### src/rtl/braille_pkg.sv
// Shared types and the ASCII-to-Braille lookup for the Braille cell driver.
// Dot k+1 of a cell is bit k; dots 1-3 are the left column, 4-6 the right.
package braille_pkg;

    typedef logic [5:0] dots_t;

    typedef enum logic [1:0] {
        ST_IDLE,
        ST_LOAD,
        ST_HOLD,
        ST_GAP
    } state_e;

    typedef struct packed {
        logic  valid;
        dots_t dots;
    } cell_t;

    function automatic cell_t ascii_to_braille(input logic [7:0] ch);
        logic [7:0] lc;
        cell_t      c;
        lc      = ((ch >= 8'h41) && (ch <= 8'h5A)) ? (ch | 8'h20) : ch;
        c.valid = 1'b1;
        case (lc)
            8'h61:   c.dots = 6'b000001;
            8'h62:   c.dots = 6'b000011;
            8'h63:   c.dots = 6'b001001;
            8'h64:   c.dots = 6'b011001;
            8'h65:   c.dots = 6'b010001;
            8'h66:   c.dots = 6'b001011;
            8'h67:   c.dots = 6'b011011;
            8'h68:   c.dots = 6'b010011;
            8'h69:   c.dots = 6'b001010;
            8'h6A:   c.dots = 6'b011010;
            8'h6B:   c.dots = 6'b000101;
            8'h6C:   c.dots = 6'b000111;
            8'h6D:   c.dots = 6'b001101;
            8'h6E:   c.dots = 6'b011101;
            8'h6F:   c.dots = 6'b010101;
            8'h70:   c.dots = 6'b001111;
            8'h71:   c.dots = 6'b011111;
            8'h72:   c.dots = 6'b010111;
            8'h73:   c.dots = 6'b001110;
            8'h74:   c.dots = 6'b011110;
            8'h75:   c.dots = 6'b100101;
            8'h76:   c.dots = 6'b100111;
            8'h77:   c.dots = 6'b111010;
            8'h78:   c.dots = 6'b101101;
            8'h79:   c.dots = 6'b111101;
            8'h7A:   c.dots = 6'b110101;
            default: begin
                c.valid = 1'b0;
                c.dots  = 6'b000000;
            end
        endcase
        return c;
    endfunction

endpackage

### src/rtl/braille_char_fifo.sv
// Synchronous letter FIFO; a push while full is accepted when a pop happens
// in the same cycle, since the popped slot is the one being overwritten.
module braille_char_fifo #(
    parameter  int DEPTH = 4,
    parameter  int WIDTH = 8,
    localparam int AW    = (DEPTH > 1) ? $clog2(DEPTH) : 1,
    localparam int CW    = $clog2(DEPTH + 1)
) (
    input  logic             clk,
    input  logic             reset_n,
    input  logic             push,
    input  logic [WIDTH-1:0] wr_data,
    input  logic             pop,
    output logic [WIDTH-1:0] rd_data,
    output logic             accept,
    output logic             full,
    output logic             empty,
    output logic [CW-1:0]    count
);

    logic [WIDTH-1:0] mem_q [DEPTH];
    logic [WIDTH-1:0] mem_d [DEPTH];
    logic [AW-1:0]    wr_ptr_q, wr_ptr_d;
    logic [AW-1:0]    rd_ptr_q, rd_ptr_d;
    logic [CW-1:0]    count_q, count_d;
    logic             pop_ok;

    assign full    = (count_q == CW'(DEPTH));
    assign empty   = (count_q == '0);
    assign count   = count_q;
    assign rd_data = mem_q[rd_ptr_q];
    assign pop_ok  = pop && !empty;
    assign accept  = push && (!full || pop_ok);

    always_comb begin
        mem_d    = mem_q;
        wr_ptr_d = wr_ptr_q;
        rd_ptr_d = rd_ptr_q;
        if (accept) begin
            mem_d[wr_ptr_q] = wr_data;
            wr_ptr_d        = wr_ptr_q + AW'(1);
        end
        if (pop_ok) begin
            rd_ptr_d = rd_ptr_q + AW'(1);
        end
        count_d = count_q + CW'(accept) - CW'(pop_ok);
    end

    always_ff @(posedge clk) begin
        if (!reset_n) begin
            wr_ptr_q <= '0;
            rd_ptr_q <= '0;
            count_q  <= '0;
        end else begin
            wr_ptr_q <= wr_ptr_d;
            rd_ptr_q <= rd_ptr_d;
            count_q  <= count_d;
        end
    end

    // Storage needs no reset: an entry is only ever read after being written.
    always_ff @(posedge clk) begin
        mem_q <= mem_d;
    end

endmodule

### src/rtl/braille_cell_driver.sv
// Consumes classifier letters, queues them and shows each as a Braille cell
// for HOLD_CYCLES followed by a blank gap of GAP_CYCLES.
module braille_cell_driver
    import braille_pkg::*;
#(
    parameter  int FIFO_DEPTH  = 4,
    parameter  int HOLD_CYCLES = 50_000_000,
    parameter  int GAP_CYCLES  = 10_000_000,
    localparam int CNT_BW      = $clog2(((HOLD_CYCLES > GAP_CYCLES) ? HOLD_CYCLES : GAP_CYCLES) + 1),
    localparam int CW          = $clog2(FIFO_DEPTH + 1)
) (
    input  logic       clk,
    input  logic       reset_n,
    input  logic       i_valid,
    input  logic [7:0] i_alpha,
    output logic [5:0] o_dots,
    output logic       o_dot_en,
    output logic       o_char_done,
    output logic       o_busy,
    output logic       o_bad_char,
    output logic       o_overflow
);

    localparam logic [CNT_BW-1:0] HOLD_LAST = CNT_BW'(HOLD_CYCLES - 1);
    localparam logic [CNT_BW-1:0] GAP_LAST  = CNT_BW'(GAP_CYCLES - 1);

    state_e            state_q, state_d;
    logic [CNT_BW-1:0] timer_q, timer_d;
    dots_t             pattern_q, pattern_d;

    dots_t dots_q, dots_d;
    logic  dot_en_q, dot_en_d;
    logic  char_done_q, char_done_d;
    logic  busy_q, busy_d;
    logic  bad_char_q, bad_char_d;
    logic  overflow_q, overflow_d;

    logic [7:0]    fifo_rd_data;
    logic          fifo_accept;
    logic          fifo_full;
    logic          fifo_empty;
    logic [CW-1:0] fifo_count;
    logic [CW-1:0] count_next;
    logic          fifo_pop;
    cell_t         head_cell;

    braille_char_fifo #(
        .DEPTH (FIFO_DEPTH),
        .WIDTH (8)
    ) u_fifo (
        .clk     (clk),
        .reset_n (reset_n),
        .push    (i_valid),
        .wr_data (i_alpha),
        .pop     (fifo_pop),
        .rd_data (fifo_rd_data),
        .accept  (fifo_accept),
        .full    (fifo_full),
        .empty   (fifo_empty),
        .count   (fifo_count)
    );

    assign fifo_pop   = (state_q == ST_LOAD);
    assign head_cell  = ascii_to_braille(fifo_rd_data);
    assign count_next = fifo_count + CW'(fifo_accept) - CW'(fifo_pop && !fifo_empty);

    always_ff @(posedge clk) begin
        if (!reset_n) begin
            state_q     <= ST_IDLE;
            timer_q     <= '0;
            pattern_q   <= '0;
            dots_q      <= '0;
            dot_en_q    <= 1'b0;
            char_done_q <= 1'b0;
            busy_q      <= 1'b0;
            bad_char_q  <= 1'b0;
            overflow_q  <= 1'b0;
        end else begin
            state_q     <= state_d;
            timer_q     <= timer_d;
            pattern_q   <= pattern_d;
            dots_q      <= dots_d;
            dot_en_q    <= dot_en_d;
            char_done_q <= char_done_d;
            busy_q      <= busy_d;
            bad_char_q  <= bad_char_d;
            overflow_q  <= overflow_d;
        end
    end

    always_comb begin
        state_d   = state_q;
        timer_d   = timer_q;
        pattern_d = pattern_q;
        case (state_q)
            ST_IDLE: begin
                if (!fifo_empty) begin
                    state_d = ST_LOAD;
                end
            end
            ST_LOAD: begin
                state_d   = ST_HOLD;
                timer_d   = HOLD_LAST;
                pattern_d = head_cell.dots;
            end
            ST_HOLD: begin
                if (timer_q == '0) begin
                    state_d = ST_GAP;
                    timer_d = GAP_LAST;
                end else begin
                    timer_d = timer_q - CNT_BW'(1);
                end
            end
            ST_GAP: begin
                if (timer_q == '0) begin
                    state_d = fifo_empty ? ST_IDLE : ST_LOAD;
                end else begin
                    timer_d = timer_q - CNT_BW'(1);
                end
            end
            default: begin
                state_d = ST_IDLE;
                timer_d = '0;
            end
        endcase
    end

    // Outputs are computed from next-state values so the registered outputs
    // line up with the state they describe rather than lagging it by a cycle.
    always_comb begin
        dot_en_d    = (state_d == ST_HOLD);
        dots_d      = dot_en_d ? pattern_d : '0;
        char_done_d = dot_en_d && (timer_d == '0);
        bad_char_d  = (state_d == ST_LOAD) && !head_cell.valid;
        busy_d      = (state_d != ST_IDLE) || (count_next != '0);
        overflow_d  = overflow_q || (i_valid && !fifo_accept);
    end

    assign o_dots      = dots_q;
    assign o_dot_en    = dot_en_q;
    assign o_char_done = char_done_q;
    assign o_busy      = busy_q;
    assign o_bad_char  = bad_char_q;
    assign o_overflow  = overflow_q;

endmodule

### config.mk
export PLATFORM = sky130hd
export DESIGN_NAME = braille_cell_driver
export DESIGN_NICKNAME = d
export VERILOG_FILES = /design/src/rtl/braille_pkg.sv /design/src/rtl/braille_char_fifo.sv /design/src/rtl/braille_cell_driver.sv
export SDC_FILE = /design/constraint.sdc
export NUM_CORES = 1
export LEC_CHECK = 0
export BUFFER_PORTS_ARGS = -buffer_cell sky130_fd_sc_hd__buf_2
export CORE_MARGIN = 3
export CORE_UTILIZATION = 60
export DETAILED_ROUTE_END_ITERATION = 10
export HOLD_SLACK_MARGIN = 0.1
export MAX_ROUTING_LAYER = met4
export PLACE_DENSITY = 0.89
export SETUP_SLACK_MARGIN = 0.2
export SYNTH_ARGS = -nofsm -noshare
export SYNTH_HDL_FRONTEND = slang
export SYNTH_SLANG_ARGS = --single-unit
export TNS_END_PERCENT = 10
### constraint.sdc
create_clock -name clk -period 7.71 [get_ports clk]
set_input_delay 0.3855 -clock clk [delete_from_list [all_inputs] [get_ports clk]]
set_output_delay 0.3855 -clock clk [all_outputs]
set_load 0.05 [all_outputs]
==> results.py, run 1 <==
metrics = {
    "pwr": {
        "ir_drop_uv": 271,
        "pwr-share-clk": 0.171,
        "p_comb_frac": 0.482,
        "switching_power_uw": 892,
        "p_int_uw": 1040,
        "switching_share": 0.463,
        "power.leakage_uw": 0.00160,
        "powerDensity_nw_per_um2": 442,
        "power_frac_seq": 0.347,
    },
    "clock_tree": {
        "htreeDepth": 3,
        "clkTransAtPathRegs_ps": 90,
        "clk_root_buffer_cell": "clkbuf_8",
        "cts_resized": 0,
        "clk_latency_ps": 370,
        "ctsHoldBuffers": 0,
        "cts_buffers": 9,
        "post_cts_buffers": 0,
        "cts_tree": "yes",
        "cts_buffer_depth": 2,
        "clock_sinks": 80,
    },
    "timing": {
        "finClkSkew_ps": 10.6,
        "setup_viol": 0,
        "setup_tns_ps": 0,
        "fin_crit_ps": 3420,
        "min_period_over_period": 0.444,
        "relSlewSlack": 0.263,
        "slew_violations": 0,
        "fmaxAchievable_mhz": 292,
        "tightest_slew_ps": 1100,
        "rsz0062_at_grt": "false",
        "report.final.hold_viol_count": 0,
    },
    "logic_synthesis": {
        "synthFlopType": "dfxtp_1",
        "syn-num-nets": 450,
        "syn-instance-count": 430,
        "synthTopCellsByArea": "dfxtp_1 (26%), edfxtp_1 (21%), nor2_1 (6.2%)",
        "ys_ff_latch": 80,
        "synth_common_cells": "nor2_1 (67), dfxtp_1 (52), edfxtp_1 (28)",
        "synth_top_area_cell": "dfxtp_1",
        "synthArstFlopShare": 0,
        "yosysTopAreaCellShare": 0.255,
        "synth_cell_types": 65,
        "seq_area_frac_synth": 0.461,
        "ys_warn_count": 0,
        "syn_area_um2": 4080,
        "synth_edf_count": 28,
        "syn_area_per_cell_um2": 9.49,
        "yosysMostFrequentCell": "nor2_1",
    },
    "worst_setup_path": {
        "cp-end-kind": "flop",
        "worstPathCellList": "nand2b_1 -> a31oi_1 -> ha_1 -> inv_1 -> fa_1 -> xor2_1 -> xnor2_1 -> nor2_1",
        "startpoint": "state_q[0]",
        "critPathKind": "flop to flop",
        "cp.arrival_ps": 3640,
        "cp_max_fo": 22,
        "cp-start-kind": "flop",
        "worst_path_largest_cell_delay_ps": 810,
        "crit_path_top_delay_cell": "dfxtp_1",
        "cp.required_ps": 7920,
        "reg2reg_from": "state_q[0]",
    },
    "status": {
        "status": "complete, no violations",
    },
    "floorplanning": {
        "die_w_um": 88.5,
        "start_util": 0.632,
        "dieHeight_um": 88.5,
        "ios": 22,
        "coreArea_um2": 6460,
        "rows": 29,
        "die-area_um2": 7830,
    },
    "routing": {
        "first_iter_violations": 513,
        "vias": 3504,
        "drc": 0,
        "routed_via_density": 6.71,
        "drtAntennaViolNets": 0,
        "wl_um": 9520,
        "firstDrtPassIters": 5,
        "wl_per_cell_um": 18.2,
    },
    "placement": {
        "dp_hpwl_um": 6490,
        "numPortBuffers": 20,
        "dpl.cell_count": 506,
        "dpl_cell_area_um2": 4160,
        "gp_congestion": 0.978,
    },
    "global_routing": {
        "antenna_found_initial": 0,
        "grt_start_max_net_pins": 37,
        "overflow": 0,
        "grt_pass1_wl_um": 16000,
        "grt_pass1_vias": 3265,
        "grt_util_all_layers": 0.274,
    },
    "min_path": {
        "hp-class": "input pin to flop",
        "hold_start": "i_alpha[2]",
    },
    "final_layout": {
        "diodes": 0,
        "drive_gt1_frac": 0.139,
        "nNetsFinal": 460,
        "fin_area_um2": 4370,
        "syn2layout_area_growth_pct": 7.02,
        "stdcell_count": 522,
    },
    "job": {
        "max-cap-violations": 0,
    },
}
-- logic make-up (layout without fill, tap and decap cells) --
family,count (synthesis),after routing,synth area share
AOI/OAI and AO/OA,86,86,0.143
xor gates and xnor gates,9,9,0.0193
adders and majority gates,9,9,0.0294
buffers and inverters,39,54,0.0472
DFF,80,80,0.461
muxes,7,7,0.0325
and+or+nand+nor,200,200,0.267
-- registers in the layout, summed over array words and instances (netlist names) --
signal and flops:
o_dots 6, state_q 2, u_fifo.wr_ptr_q 2, u_fifo.count 3, o_busy 1, u_fifo.rd_ptr_q 2
o_overflow 1, o_char_done 1, pattern_q 6, timer_q 26, o_bad_char 1, o_dot_en 1
u_fifo.mem_q 28
-- metrics by stage --
| stage | hold WS [ps] | total power, uW | util | setup slack [ps] |
|---|---|---|---|---|
| 2_1_floorplan | 444 | 1390 | - | 5200 |
| 3_3_place_gp | 452 | 1530 | 0.644 | 4470 |
| 3_5_place_dp | 463 | 1570 | 0.644 | 4370 |
| 4_1_cts | 223 | 1900 | 0.676 | 4310 |
| 5_1_grt | 231 | 2060 | 0.676 | 4010 |
| 6_report | 229 | 1930 | 0.676 | 4290 |
-- power by group through the flow --
stage	clock (uW)	sequential, uW	combinational [uW]
floorplan	0	653	733
global placement	0	664	867
detailed placement	0	673	898
CTS	331	664	909
global route	351	684	1020
finish	330	669	930
-- routing by layer --
| metal | wire length [um] | GRT usage | up-vias |
|---|---|---|---|
| met2 | 4420 | 0.409 | 231 |
| met3 | 894 | 0.0624 | 50 |
| met4 | 409 | 0.143 | 0 |
| met1 | 3800 | 0.349 | 1619 |
| li1 | - | - | 1604 |
| met5 | 0 | - | - |
-- worst max-delay path, delay by kind of cell, from the launching register on --
family          cells  cell delay [ps]
compound gates      1              710
xor+xnor            2              350
fa+ha+maj           2              680
buf+inv             1               60
flops               1              810
simple gates        2              660
-- path summary, 6_finish.rpt --
kind | end | slack (ps) | cells after the start
worst max-delay path | u_fifo.count[2] | 4290 | 8
worst min-delay path | u_fifo.mem_q[10] | 230 | 1
worst max register to register | u_fifo.count[2] | 4290 | 8
worst min register to register | pattern_q[1] | 480 | 2
-- cells in the final DEF, fill, tap and decap left out, types with 4 or more instances in the layout --
master / Yosys / final
nor2_1: 67 / 67
dfxtp_1: 52 / 52
edfxtp_1: 28 / 28
nor3_1: 22 / 22
nand2_1: 22 / 22
a21oi_1: 21 / 21
buf_2: 1 / 20
and2_1: 18 / 18
inv_1: 17 / 17
o21ai_0: 13 / 13
nor4_1: 12 / 12
nand4_1: 10 / 10
clkbuf_8: 0 / 9
ha_1: 8 / 8
nand3_1: 7 / 7
a211oi_1: 7 / 7
nand2b_1: 6 / 6
o22ai_1: 6 / 6
a31oi_1: 5 / 5
or3_1: 5 / 5
o31ai_1: 5 / 5
or4_1: 5 / 5
mux4_2: 5 / 5
xor2_1: 5 / 5
xnor2_1: 4 / 4
-- area by class of cell --
cell class / instances / area, um2
fillers: 485 / 2090
clock inverters: 7 / 87.6
inverters: 17 / 63.8
well taps: 77 / 96.3
flip-flops and latches: 80 / 1880
clock buffers: 9 / 124
repair buffers: 21 / 108
multi-input cells: 311 / 2010
Power figures use the tool's default switching activity.
==> inputs of run 2 (changes only) <==
==> constraint.sdc (replaced) <==
create_clock -name clk -period 3.2 [get_ports clk]
set_input_delay 0.16 -clock clk [delete_from_list [all_inputs] [get_ports clk]]
set_output_delay 0.16 -clock clk [all_outputs]
set_load 0.05 [all_outputs]
==> run 2 against run 1 <==
Compared with the run above:
- wire length grew 6.4%
- critical path depth increased by 3
- setup slack lost 3900 ps
- critical path type unchanged
- highest routed layer unchanged
- final cell count grew 4.2%
- fmax increased by 21%
- largest cell class unchanged
==> results.py, run 2 (synthesis results as in run 1) <==
metrics = {
    "status": {
        "status": "complete, no violations",
    },
    "global_routing": {
        "overflow": 0,
        "antenna_found_initial": 0,
        "grt_pass1_wl_um": 16200,
        "grt_util_all_layers": 0.284,
        "grt_pass1_vias": 3360,
        "grt_start_max_net_pins": 33,
    },
    "final_layout": {
        "largest_reg_flops": 28,
        "largest_register": "u_fifo.mem_q",
        "fill_cells": 481,
        "regArea_um2": 1880,
        "multiInputGateArea_um2": 2020,
        "diodes": 0,
        "syn2layout_area_growth_pct": 11.8,
        "drive_gt1_frac": 0.169,
        "final_cell_mix": "nor2_1 (67), dfxtp_1 (52), edfxtp_1 (28)",
        "nNetsFinal": 482,
        "reg.largest.list": "u_fifo.mem_q: 28 flops, timer_q: 26 flops",
        "final_common_cell": "nor2_1",
    },
    "floorplanning": {
        "die_w_um": 88.5,
        "coreArea_um2": 6460,
        "die-area_um2": 7830,
        "ios": 22,
        "rows": 29,
        "start_util": 0.632,
        "dieHeight_um": 88.5,
    },
    "timing": {
        "setup_viol": 0,
        "rsz0062_at_grt": "false",
        "slew_violations": 0,
        "min_period_over_period": 0.881,
        "tightest_slew_ps": 1080,
        "report.final.hold_viol_count": 0,
        "fin_ws_ps": 381,
        "relSlewSlack": 0.279,
        "fin_crit_ps": 2820,
        "finClkSkew_ps": 10.5,
        "setup_tns_ps": 0,
        "fmaxAchievable_mhz": 355,
    },
    "worst_setup_path": {
        "cp_max_fo": 10,
        "cp-start-kind": "flop",
        "cp-end-kind": "flop",
        "critPathKind": "flop to flop",
        "cp.required_ps": 3490,
        "cp.arrival_ps": 3100,
    },
    "min_path": {
        "hp-class": "input pin to flop",
    },
    "routing": {
        "drtAntennaViolNets": 0,
        "vias": 3628,
        "firstDrtPassIters": 5,
        "wl_per_cell_um": 18.6,
        "first_iter_violations": 407,
        "routed_via_density": 6.67,
        "drc": 0,
        "wl_um": 10100,
    },
    "clock_tree": {
        "cts_buffers": 9,
        "cts_tree": "yes",
        "clock_sinks": 80,
        "clk_root_buffer_cell": "clkbuf_8",
        "cts_buffer_depth": 2,
        "htreeDepth": 3,
        "clkTransAtPathRegs_ps": 90,
        "clk_latency_ps": 370,
    },
    "placement": {
        "detailedPlace.worstSlack_ps": 316,
        "numPortBuffers": 20,
        "dp_hpwl_um": 6780,
        "gp_congestion": 0.978,
    },
    "pwr": {
        "ir_drop_uv": 564,
        "powerDensity_nw_per_um2": 1060,
        "power.leakage_uw": 0.00170,
    },
    "job": {
        "max-cap-violations": 0,
    },
}
==> run 2: cell count changes in the layout (fill, tap and decap cells not counted), sizes merged <==
cell         previous run  this run
dlygate4sd3             0         8
clkinv                  2         1
clkinvlp                0         1
buf                    21        35
==> run 2: worst max-delay path: stages, from the launching register on <==
cell,delay [ps]
dfxtp_1,400
inv_1,60
ha_1,210
nor2b_2,200
nand4_1,170
buf_4,200
o21ai_0,190
buf_4,240
a211oi_1,310
nor3_1,120
or4_1,500
nor4_2,140
==> run 2: report_power, final <==
part | leakage [uW] | internal (uW) | switching (uW) | total [uW]
registers | 0.000682 | 1290 | 308 | 1600
logic | 0.000916 | 938 | 1490 | 2430
clock network | 0.000104 | 378 | 420 | 798
==> run 2: worst paths after layout <==
path,from,endpoint,slack [ps],depth (start not counted)
max,timer_q[0],o_char_done,380,11
min,reset_n,timer_q[23],220,2
max reg2reg,timer_q[0],o_char_done,380,11
min reg2reg,pattern_q[1],pattern_q[1],480,2
==> run 2: layout make-up <==
| cell class | count | share of cell area |
|---|---|---|
| Timing Repair Buffer | 43 | 0.0642 |
| Tap cell | 77 | 0.0211 |
| Sequential cell | 80 | 0.413 |
| Clock inverter | 7 | 0.0189 |
| Clock buffer | 9 | 0.0272 |
| Inverter | 17 | 0.0140 |
| Multi-Input combinational cell | 311 | 0.442 |
==> run 2: stage by stage <==
stage | hold slack (ps) | area (um2) | power, uW | cells | util
6_report | 221 | 4560 | 4820 | 544 | 0.706
5_1_grt | 219 | 4560 | 5100 | 544 | 0.706
3_5_place_dp | 376 | 4250 | 3890 | 518 | 0.657
4_1_cts | 193 | 4540 | 4690 | 542 | 0.702
3_3_place_gp | 374 | 4250 | 3800 | 518 | 0.657
2_1_floorplan | 259 | 4080 | 3340 | 430 | -
==> run 2: routing by layer <==
| metal | track usage | part of all wire |
|---|---|---|
| met5 | - | 0 |
| met4 | 0.143 | 0.038 |
| met3 | 0.0559 | 0.10 |
| met2 | 0.441 | 0.46 |
| met1 | 0.353 | 0.40 |
==> run 2: what timing repair did <==
| item | 4_1_cts | 5_1_grt |
|---|---|---|
| hold buffers | 8 | 0 |
| setup buffers | 0 | 2 |
| resized for setup | 0 | 3 |
| endpoints found under the hold margin | 29 | 0 |
| endpoints found under the setup margin | 0 | 1 |
